[src/rtl/if_prefetch_queue.sv]
// Instruction-fetch front end: pipelined ROM requester with credit-based flow control
// feeding an in-order instruction queue, with redirect flush and stale-response discard.
module if_prefetch_queue #(
  parameter int              XLEN            = 32,
  parameter int              DEPTH           = 4,
  parameter int              MAX_OUTSTANDING = 2,
  parameter logic [XLEN-1:0] RESET_PC        = '0
) (
  input  logic                     clk,
  input  logic                     rst,
  input  logic                     jump_en_i,
  input  logic [XLEN-1:0]          jump_addr_i,
  input  logic                     hold_i,
  output logic                     rom_req_o,
  output logic [XLEN-1:0]          rom_addr_o,
  input  logic                     rom_gnt_i,
  input  logic                     rom_rvalid_i,
  input  logic [XLEN-1:0]          rom_rdata_i,
  output logic                     inst_valid_o,
  output logic [XLEN-1:0]          inst_o,
  output logic [XLEN-1:0]          inst_addr_o,
  output logic [$clog2(DEPTH):0]   count_o
);
  localparam int QAW = $clog2(DEPTH);
  localparam int CW  = QAW + 1;
  localparam int OW  = $clog2(MAX_OUTSTANDING + 1);
  localparam int FAW = (MAX_OUTSTANDING > 1) ? $clog2(MAX_OUTSTANDING) : 1;
  // Discard can accumulate across back-to-back redirects, so give it headroom.
  localparam int DW  = OW + 8;
  localparam logic [XLEN-1:0] NOP = XLEN'(32'h0000_0013);

  typedef struct packed {
    logic [XLEN-1:0] inst;
    logic [XLEN-1:0] pc;
  } entry_t;

  entry_t          q_mem_q  [DEPTH];
  entry_t          q_mem_d  [DEPTH];
  logic [XLEN-1:0] af_mem_q [MAX_OUTSTANDING];
  logic [XLEN-1:0] af_mem_d [MAX_OUTSTANDING];
  logic [QAW-1:0]  rptr_q, rptr_d, wptr_q, wptr_d;
  logic [CW-1:0]   count_q, count_d;
  logic [FAW-1:0]  af_rptr_q, af_rptr_d, af_wptr_q, af_wptr_d;
  logic [OW-1:0]   outst_q, outst_d;
  logic [DW-1:0]   discard_q, discard_d;
  logic [XLEN-1:0] fetch_pc_q, fetch_pc_d;
  logic            req_en_q;
  logic            fire, drop, acc, pop;
  logic [DW-1:0]   disc_sum;

  function automatic logic [FAW-1:0] af_inc(input logic [FAW-1:0] p);
    return (p == FAW'(MAX_OUTSTANDING - 1)) ? '0 : p + FAW'(1);
  endfunction

  always_comb begin
    q_mem_d   = q_mem_q;
    af_mem_d  = af_mem_q;
    rptr_d    = rptr_q;
    wptr_d    = wptr_q;
    count_d   = count_q;
    af_rptr_d = af_rptr_q;
    af_wptr_d = af_wptr_q;
    outst_d   = outst_q;
    discard_d = discard_q;
    fetch_pc_d = fetch_pc_q;
    disc_sum  = discard_q + DW'(outst_q);

    // Credit rule: in-flight plus queued never exceeds DEPTH, so a push always has room.
    rom_req_o = req_en_q && !jump_en_i
             && (int'(outst_q) < MAX_OUTSTANDING)
             && (int'(count_q) + int'(outst_q) < DEPTH);
    fire = rom_req_o && rom_gnt_i;
    drop = rom_rvalid_i && (discard_q != '0);
    acc  = rom_rvalid_i && (discard_q == '0) && (outst_q != '0);
    pop  = (count_q != '0) && !hold_i;

    if (jump_en_i) begin
      rptr_d     = '0;
      wptr_d     = '0;
      count_d    = '0;
      af_rptr_d  = '0;
      af_wptr_d  = '0;
      outst_d    = '0;
      fetch_pc_d = jump_addr_i & ~XLEN'(3);
      // Every in-flight response becomes stale; one arriving now is consumed here.
      discard_d  = (rom_rvalid_i && disc_sum != '0) ? disc_sum - DW'(1) : disc_sum;
    end else begin
      if (pop) rptr_d = rptr_q + QAW'(1);
      if (acc) begin
        q_mem_d[wptr_q] = '{inst: rom_rdata_i, pc: af_mem_q[af_rptr_q]};
        wptr_d    = wptr_q + QAW'(1);
        af_rptr_d = af_inc(af_rptr_q);
      end
      if (drop) discard_d = discard_q - DW'(1);
      if (fire) begin
        af_mem_d[af_wptr_q] = fetch_pc_q;
        af_wptr_d  = af_inc(af_wptr_q);
        fetch_pc_d = fetch_pc_q + XLEN'(4);
      end
      count_d = count_q + CW'(acc) - CW'(pop);
      outst_d = outst_q + OW'(fire) - OW'(acc);
    end
  end

  always_ff @(posedge clk or negedge rst) begin
    if (!rst) begin
      q_mem_q    <= '{default: '0};
      af_mem_q   <= '{default: '0};
      rptr_q     <= '0;
      wptr_q     <= '0;
      count_q    <= '0;
      af_rptr_q  <= '0;
      af_wptr_q  <= '0;
      outst_q    <= '0;
      discard_q  <= '0;
      fetch_pc_q <= RESET_PC;
      req_en_q   <= 1'b0;
    end else begin
      q_mem_q    <= q_mem_d;
      af_mem_q   <= af_mem_d;
      rptr_q     <= rptr_d;
      wptr_q     <= wptr_d;
      count_q    <= count_d;
      af_rptr_q  <= af_rptr_d;
      af_wptr_q  <= af_wptr_d;
      outst_q    <= outst_d;
      discard_q  <= discard_d;
      fetch_pc_q <= fetch_pc_d;
      req_en_q   <= 1'b1;
    end
  end

  assign rom_addr_o   = fetch_pc_q;
  assign inst_valid_o = (count_q != '0);
  assign inst_o       = inst_valid_o ? q_mem_q[rptr_q].inst : NOP;
  assign inst_addr_o  = inst_valid_o ? q_mem_q[rptr_q].pc : '0;
  assign count_o      = count_q;

endmodule

[config.mk]
export PLATFORM = sky130hd
export DESIGN_NAME = if_prefetch_queue
export DESIGN_NICKNAME = d
export VERILOG_FILES = /design/src/rtl/if_prefetch_queue.sv
export SDC_FILE = /design/constraint.sdc
export NUM_CORES = 1
export LEC_CHECK = 0
export BUFFER_PORTS_ARGS = -buffer_cell sky130_fd_sc_hd__buf_2
export CORE_MARGIN = 8
export CORE_UTILIZATION = 60
export DETAILED_ROUTE_END_ITERATION = 12
export PLACE_DENSITY = 0.81
export SYNTH_ARGS = -nofsm -noshare
export SYNTH_HDL_FRONTEND = slang
export SYNTH_SLANG_ARGS = --single-unit
[constraint.sdc]
create_clock -name clk -period 3.8 [get_ports clk]
set_clock_uncertainty 0.05 [all_clocks]
set_input_delay 0.19 -clock clk [delete_from_list [all_inputs] [get_ports clk]]
set_output_delay 0.19 -clock clk [all_outputs]
set_load 0.02 [all_outputs]
======== After elaboration in Yosys (flattened, before gate mapping) ========
Index checks and enable logic that the tools add are counted.
word-level totals
  bits of input ports ..................... 70
  bits in registers ....................... 374
  ROM bits ................................ 0
  memory bits (writable) .................. 0
  word-level logic and storage cells ...... 100
  memories kept ........................... 0
  latch bits .............................. 0
cells by class
  eq/ne operators ......................... 0
  div/mod/pow operators ................... 0
  bitwise operators ....................... 5
  multiply operators ...................... 0
  add/sub/neg operators ................... 13
  shift operators ......................... 0
  reduce and logical (&&, ||, !) cells .... 24
  muxes and demuxes ....................... 31
  order comparisons ....................... 8
operators by type and width
  cell                     count
  $bwmux W256              1
  $mux W32                 8
  $mux W64                 3
  $bmux W64 S2             1
  $demux W64 S2            1
  $bwmux W64               1
  $add A32 B3 Y32 const B  1
  $demux W32 S1            1
  $mux W10                 3
  $reduce_bool A10 Y1      2
  $sub A10 B1 Y10 const B  2
  $logic_and A1 B1 Y1      11
  $add A10 B2 Y10          1
  $logic_not A10 Y1        1
  $mux W2                  5
  $reduce_bool A2 Y1       5
  $ge A3 B3 Y1 const B     2
  $mux W1                  6
  $not A2 Y3               2
  $add A2 B1 Y2 const B    2
  $add A3 B2 Y4            1
  $ge A2 B2 Y1 const B     2
  $lt A4 B3 Y1 const B     1
  $not A1 Y2               2
  other kinds (13)         16

======== Depth between registers and ports, before layout ========
Gate-level depths: netlist (run 1).
  depth in word-level cells ............... 8
  depth in mapped cells ................... 13
  mapped depth without buffers ............ 11

======== Least setup slack after synthesis (run 1) ========
Ideal clock, no wire load.
  path kind ............................... register to register
  start ................................... register count_q[1] (netlist: count_o[1])
  end ..................................... register outst_q[1]
  data arrival time ....................... 3668 ps
  buffers on the path ..................... 2
  setup slack ............................. -50 ps
  cell stages (with the launch flop) ...... 14
  cells stage by stage .................... dfrtp_1 -> ha_1 -> or4b_2 -> a311oi_1 -> and2_1 -> clkbuf_1 -> clkinv_1 -> clkbuf_1 -> ha_1 -> inv_1 -> ha_1 -> xnor2_1 -> xnor2_1 -> nor2_1
on the way
  longest elaborated chain between the ends .. 7
RTL lines
  element                   line  RTL
  start: declaration        42    logic [CW-1:0] count_q, count_d;
  start signal: assignment  123   count_q <= count_d;
  $add A3 B2 Y4             71    && (int'(count_q) + int'(outst_q) < DEPTH);
  $lt A4 B3 Y1              71
  $logic_and A1 B1 Y1       71
  net rom_req_o             14    output logic rom_req_o,
  $logic_and A1 B1 Y1       72    fire = rom_req_o && rom_gnt_i;
  $add A2 B1 Y2             101   outst_d = outst_q + OW'(fire) - OW'(acc);
  $sub A2 B1 Y2             101
  $mux W2                   77    if (jump_en_i) begin
  net outst_d[1]            44    logic [OW-1:0] outst_q, outst_d;
  end signal: assignment    126   outst_q <= outst_d;
  end: declaration          44
The timed path passes the listed nets, and every way through them passes these cells.
A chain may end at the register's enable or synchronous reset.

======== Final worst setup path (run 1) ========
  start ................................... register discard_q[5]
  end ..................................... register count_q[2] (netlist: count_o[2])
on the way
  longest elaborated chain between the ends .. 6
RTL lines
  element                           line  RTL
  start: declaration                45    logic [DW-1:0] discard_q, discard_d;
  start signal: assignment          127   discard_q <= discard_d;
  $logic_not A10 Y1                 74    acc = rom_rvalid_i && (discard_q == '0) && (outst_q != '0);
  $logic_and A1 B1 Y1 (2 in a row)  74
  $add A3 B1 Y3                     100   count_d = count_q + CW'(acc) - CW'(pop);
  $sub A3 B1 Y3                     100
  $mux W3                           77
  net count_d[2]                    42
The timed path passes the listed nets, and every way through them passes these cells.

==> run_results.csv, run 1 <==
group,metric,value,unit
power,p_clk_share,36.4,%
place,dpl.hpwl,23640,um
global_routing,grt_pass1_vias,12660,
layout,final_common_cell,"dfrtp_1",
detailed_routing,drc,0,
power,leakage,9.796,nW
clocking,numCtsBuffers,39,
detailed_routing,drt_wl_total,40350,um
clocking,cts_setup_buffers,0,
place,placed_cells,1851,
clocking,ctsHtreeMaxLevel,2,
detailed_routing,dr.pass1.iters,6,
global_routing,antenna_found_initial,0,
logic_synthesis,synth_edf_count,0,
layout,areaGrowthSynthToFinish,17.80,%
die,rows,62,
timing,period_share,89.34,%
clocking,root_buffer,"clkbuf_16",
clocking,worstSkewPairLatency,530,ps
timing,final.setup.tns,0,ps
die,die-area,0.03458,mm^2
critical_path,critPathRequiredTime,4130,ps
layout,fin_cells,1986,
critical_path,worstPathArrival,3730,ps
critical_path,crit_fanout,10,
global_routing,grt_remaining_overflow,0,
logic_synthesis,synth_cells,1373,
clocking,cts.clk_slew.worst_paths,60,ps
timing,setup_violations,0,
power,peakVddDrop,0.0004055,V
critical_path,critPathKind,"register to register",
die,die_h,185.9,um
logic_synthesis,ys.warnings.count,0,
global_routing,grt_max_degree,137,
timing,min_period,3395,ps
timing,rsz0062_at_grt,"false",
clocking,cts_tree,"done",
logic_synthesis,synth.yosys.seq_area_share,51.99,%
timing,worstMarginPinSlew,767.3,ps
hold_path,hp-class,"input pin to register",
clocking,cts_num_sinks,360,
critical_path,timing.rr.start,"discard_q[5]$_DFFE_PN0P_",
detailed_routing,vias_per_cell,5.880,
place,numPortBuffers,164,
timing,max_slew_margin,48.41,%
critical_path,critPathSlowestCell,"or4_4",
layout,fin_nets,1659,
detailed_routing,wl_per_cell,20.32,um
power,pwr-share-seq,44.1,%
logic_synthesis,avgSynthCellArea,12.62,um^2
hold_path,hold_path_startpoint,"hold_i",
detailed_routing,num_vias,11680,
critical_path,worstPathCellList,"or4_4 > or4b_1 > or3b_1 > ha_1 > inv_1 > ha_1 > inv_1 > fa_1 > xnor2_1 > nor2_1",
status,status,"completed",
critical_path,worstSetupStartpoint,"discard_q[5]$_DFFE_PN0P_",
power,power.switching,0.003141,W
global_routing,grt_util_all_layers,24.18,%
critical_path,end_kind,"register",
place,place.gp.congestion,0.8561,
layout,mostFrequentLayoutCells,"dfrtp_1 (358), nand2_1 (173), buf_2 (163)",
detailed_routing,initialDrtViolationCount,790,
global_routing,grt_pass1_wl,67250,um
layout,layout-drive-gt1-share,31.86,%
power,combinationalPowerShare,19.5,%
clocking,cts_max_path_buffers,3,
critical_path,cpPeakStageDelay,590,ps
logic_synthesis,synth_area,0.01733,mm^2
power,pwr_density_cell,519.3,mW/mm^2
power,switching_share,29.63,%
detailed_routing,antenna_left,0,
timing,hold_viol,0,
logic_synthesis,async_flop_share,100.0,%
die,start_util,60.70,%
logic_synthesis,ys_ff_latch,360,
die,ios,171,
die,die-width,185.9,um
logic_synthesis,yosysUniqueCellTypes,63,
timing,drv_slew,0,
flow_run,cap_viol_max_count,0,
logic_synthesis,synth_ff_type,"dfrtp_1",
power,intPower,0.007461,W
critical_path,cp-start-kind,"register",
die,fp.coreArea,0.02855,mm^2
timing,fmax,294.6,MHz
cell type report:
| cell class | count | area [um^2] |
|---|---|---|
| clock inverters | 9 | 145.1 |
| inverters | 16 | 60.06 |
| well taps | 384 | 480.5 |
| diodes | 1 | 2.502 |
| clock buffers | 62 | 1184 |
| repair buffers | 250 | 1734 |
| fillers | 1879 | 8134 |
| multi-input cells | 904 | 7794 |
| flip-flops and latches | 360 | 9014 |
power groups by stage:
| stage | clock network [W] | logic (W) | registers (W) |
|---|---|---|---|
| after global routing | 0.00411 | 0.00227 | 0.00475 |
| after detailed placement | 0 | 0.00201 | 0.00474 |
| after floorplan | 0 | 0.00151 | 0.00454 |
| final | 0.00386 | 0.00206 | 0.00468 |
| after global placement | 0 | 0.00195 | 0.00471 |
| after CTS | 0.00394 | 0.00208 | 0.00468 |
worst max-delay path: cells and delay by family, from the launching register on:
family        cells  cell delay [ps]
simple gates      4             1620
fa+ha+maj         3              810
buf+inv           2              110
flops             1              490
xor+xnor          1              170
timing repair:
| action | CTS | global route |
|---|---|---|
| hold endpoints to repair | 246 | 0 |
| hold buffers | 63 | 0 |
| gates resized for setup | 0 | 0 |
synthesized netlist by cell type (all sizes together) (8+ instances only):
| cell type | count | share of area, % |
|---|---|---|
| dfrtp | 360 | 52 |
| mux2 | 191 | 15 |
| nand2 | 177 | 3.9 |
| o21ai | 152 | 4.4 |
| nor2b | 63 | 2.3 |
| mux4 | 62 | 8.1 |
| clkbuf | 59 | 1.3 |
| buf | 37 | 1.7 |
| mux2i | 35 | 2.0 |
| nor2 | 35 | 0.85 |
| xnor2 | 20 | 1.0 |
| xor2 | 18 | 0.91 |
| nand3 | 17 | 0.49 |
| ha | 16 | 1.2 |
| inv | 15 | 0.32 |
| a21oi | 12 | 0.35 |
| nor3 | 9 | 0.26 |
| a221o | 8 | 0.46 |
cell families (layout without fill, tap and decap cells):
family	Yosys count	count (layout)	synth area share [%]
xor+xnor	38	38	1.921
other cells	2	6	0.04334
compound gates	201	201	6.469
fa+ha+maj	18	18	1.386
simple gates	354	354	9.978
flops	360	360	51.99
buf+inv	112	337	3.300
mux	288	288	24.92
registers in the layout, summed over array words and instances, names as in the netlist:
register and cells:
rom_addr_o 30, af_mem_q 60, count_o 3, wptr_q 2, rptr_q 2, af_wptr_q 1, q_mem_q 248, discard_q 10
af_rptr_q 1, req_en_q 1, outst_q 2
path summary, 6_finish.rpt:
kind	slack, ps	depth (start not counted)	endpoint
max	410	10	count_o[2]$_DFF_PN0_
min	30	4	rptr_q[0]$_DFFE_PN0P_
max reg2reg	410	10	count_o[2]$_DFF_PN0_
min reg2reg	420	2	q_mem_q[91]$_DFFE_PN0P_
max in group asynchronous	2310	3	af_mem_q[55]$_DFFE_PN0P_
min in group asynchronous	180	2	q_mem_q[174]$_DFFE_PN0P_
metal layers:
layer | vias to the layer above | routed length, um | global-route usage (%)
met5 | - | 0 | 0
met4 | 0 | 891 | 7.240
met3 | 81 | 2636 | 4.099
met2 | 430 | 19630 | 39.84
met1 | 5908 | 17200 | 32.70
li1 | 5258 | - | -
stage by stage:
stage	cell area, um^2	worst slack, ps	total power (W)	hold slack, ps	util (%)
floorplan	17350	152.0	0.006049	-155.6	-
global placement	18450	484.3	0.006659	164.5	64.63
detailed placement	18450	438.1	0.006752	182.7	64.63
CTS	20410	392.4	0.01070	4.186	71.50
global route	20410	222.5	0.01113	57.24	71.50
finish	20410	405.1	0.01060	28.37	71.51
Note: power is estimated with default switching activity, not from simulation.
==> inputs of run 2 (changes only) <==
Settings changed: CORE_MARGIN 8 to not set, CTS_BUF_LIST set to sky130_fd_sc_hd__clkbuf_16.
==> run 2 against run 1 <==
  * Combinational power grew 2%
  * Utilization grew 0.73 points
  * Register-to-register slack gained 40 ps
  * Sequential power is essentially flat
  * Power shrank 2.6%
  * Worst hold slack gained 59 ps
  * First-iteration DRC count grew 6.5%
  * Wire length shrank 0.39%
  * Cell count shrank 0.20%
  * Die area shrank 14%
  * Critical path depth shrank 2
  * Fmax grew 1.2%
==> run_results.csv, run 2 (synthesis results as in run 1) <==
group,metric,value,unit
global_routing,grt_max_degree,126,
power,peakVddDrop,0.0004618,V
critical_path,crit_fanout,20,
layout,final_common_cell,"dfrtp_1",
critical_path,timing.rr.start,"discard_q[5]$_DFFE_PN0P_",
layout,top_register,"q_mem_q",
detailed_routing,initialDrtViolationCount,841,
detailed_routing,antenna_left,0,
detailed_routing,dr.pass1.iters,5,
die,die-width,171.9,um
clocking,cts.clk_slew.worst_paths,60,ps
timing,drv_slew,0,
layout,layout-drive-gt1-share,31.80,%
timing,rsz0062_at_grt,"false",
detailed_routing,drc,0,
hold_path,min_path_cells,4,
global_routing,top_usage_layer,"met2",
detailed_routing,wl_per_cell,20.28,um
power,combinationalPowerShare,20.3,%
detailed_routing,vias_per_cell,5.890,
die,fp.coreArea,0.02809,mm^2
timing,worstMarginPinSlew,1002,ps
timing,final.setup.tns,0,ps
global_routing,grtUsageMet2,47.35,%
power,intPower,0.007173,W
critical_path,r2r_cells,8,
detailed_routing,drt_wl_total,40200,um
global_routing,grt_remaining_overflow,0,
critical_path,worstSetupStartpoint,"discard_q[5]$_DFFE_PN0P_",
power,switching_share,30.55,%
global_routing,grt_pass1_wl,65350,um
place,numPortBuffers,164,
timing,fmax,298.1,MHz
critical_path,cp-start-kind,"register",
layout,mostFrequentLayoutCells,"dfrtp_1 (358), nand2_1 (173), buf_2 (163)",
die,die_h,171.9,um
layout,fillers,1871,
power,power,0.01033,W
power,power.switching,0.003156,W
layout,largest_reg_flops,248,
layout,antenna_cells,0,
detailed_routing,num_vias,11670,
power,pwr_density_cell,509.1,mW/mm^2
place,place.gp.congestion,0.8640,
status,status,"completed",
timing,period_share,88.27,%
critical_path,path_delay_family,"simple AND/OR/NAND/NOR gates",
critical_path,cpPeakStageDelay,590,ps
critical_path,cp.depth,8,
critical_path,end_kind,"register",
clocking,root_buffer,"clkbuf_16",
layout,fin_nets,1666,
flow_run,cap_viol_max_count,0,
power,leakage,9.788,nW
hold_path,hp-class,"input pin to register",
global_routing,antenna_found_initial,0,
timing,setup_violations,0,
die,rows,61,
global_routing,grt_pass1_vias,12290,
clocking,cts_tree,"done",
critical_path,cp_num_buf_inv,2,
critical_path,cpMostUsedCell,"buf_4",
global_routing,use_met3,4.852,%
timing,hold_viol,0,
critical_path,r2r-end,"q_mem_q[47]$_DFFE_PN0P_",
clocking,worstSkewPairLatency,520,ps
critical_path,critPathKind,"register to register",
die,start_util,61.70,%
die,ios,171,
clocking,cts_resized,0,
layout,areaGrowthSynthToFinish,17.08,%
clocking,numCtsBuffers,38,
critical_path,worstPathArrival,3700,ps
critical_path,worst-r2r-setup-slack,450,ps
clocking,cts_max_path_buffers,3,
global_routing,met1_usage,37.84,%
critical_path,critPathRequiredTime,4140,ps
global_routing,grt_util_all_layers,28.38,%
clocking,ctsHtreeMaxLevel,2,
hold_path,hold_path_startpoint,"rom_rvalid_i",
critical_path,critPathSlowestCell,"or4_4",
die,die-area,0.02957,mm^2
power,pwr-share-seq,45.3,%
clocking,cts_num_sinks,360,
critical_path,worstSetupEndpoint,"q_mem_q[47]$_DFFE_PN0P_",
timing,min_period,3354,ps
place,dpl.hpwl,23210,um
critical_path,worstPathCellList,"or4_4 > or4b_1 > or3b_1 > buf_4 > nor2_8 > nand2_4 > buf_4 > mux2_4",
timing,max_slew_margin,33.18,%
power,p_clk_share,34.4,%
==> run 2: cell types whose count changed in the layout (fill, tap and decap cells not counted), moves of 2 or more <==
cell	previous run	this run
clkinv_2	1	7
clkbuf_1	12	0
inv_1	14	23
buf_12	8	6
buf_4	15	24
clkinv_1	1	6
clkbuf_8	10	0
==> run 2: worst min-delay path by stage <==
| stage | end | slack, ps |
|---|---|---|
| floorplan | af_mem_q[10]$_DFFE_PN0P_ | -160 |
| global placement | q_mem_q[241]$_DFFE_PN0P_ | 310 |
| detailed placement | q_mem_q[241]$_DFFE_PN0P_ | 310 |
| CTS | discard_q[2]$_DFFE_PN0P_ | 70 |
| global route | discard_q[0]$_DFFE_PN0P_ | 110 |
| finish | discard_q[0]$_DFFE_PN0P_ | 90 |
==> run 2: through the flow <==
stage	worst slack [ps]	cell area [um^2]	utilization [%]	hold slack, ps	std cells
floorplan	152.0	17350	-	-155.6	1376
global placement	479.4	18470	65.77	305.1	1852
detailed placement	477.9	18470	65.77	314.5	1852
CTS	470.7	20290	72.24	72.15	1982
global route	268.1	20290	72.24	111.1	1982
finish	445.9	20290	72.24	87.16	1982
==> run 2: cell type report <==
cell class | instances | area [um^2] | share of cell area [%]
clock inverter | 27 | 201.4 | 0.9928
inverter | 16 | 60.06 | 0.2960
clock buffer | 39 | 975.9 | 4.810
multi-input combinational | 904 | 7794 | 38.41
sequential | 360 | 9014 | 44.43
tap | 378 | 473.0 | 2.331
timing repair buffer | 258 | 1772 | 8.732
==> run 2: tightest hold or removal path: cells and delay by family <==
family	cells	cell delay, ps
AO/OA/AOI/OAI	1	60
buffers and inverters	1	130
XOR/XNOR	1	120
AND/OR/NAND/NOR	1	110
==> run 2: timing repair <==
action                    CTS  global route
hold endpoints to repair  279             0
hold buffers               64             0
buffers inserted            0             0
==> run 2: per-layer routing <==
layer / share of wire (%) / wire length, um
met4: 2.6 / 1065
met5: 0 / 0
met1: 42 / 17040
met2: 49 / 19820
met3: 5.7 / 2275
==> run 2: power by group through the flow <==
stage | sequential (W) | combinational [W] | clock (W)
after floorplan | 0.00454 | 0.00151 | 0
after global placement | 0.00470 | 0.00197 | 0
after detailed placement | 0.00473 | 0.00204 | 0
after CTS | 0.00468 | 0.00211 | 0.00360
after global routing | 0.00475 | 0.00230 | 0.00376
final | 0.00468 | 0.00210 | 0.00355
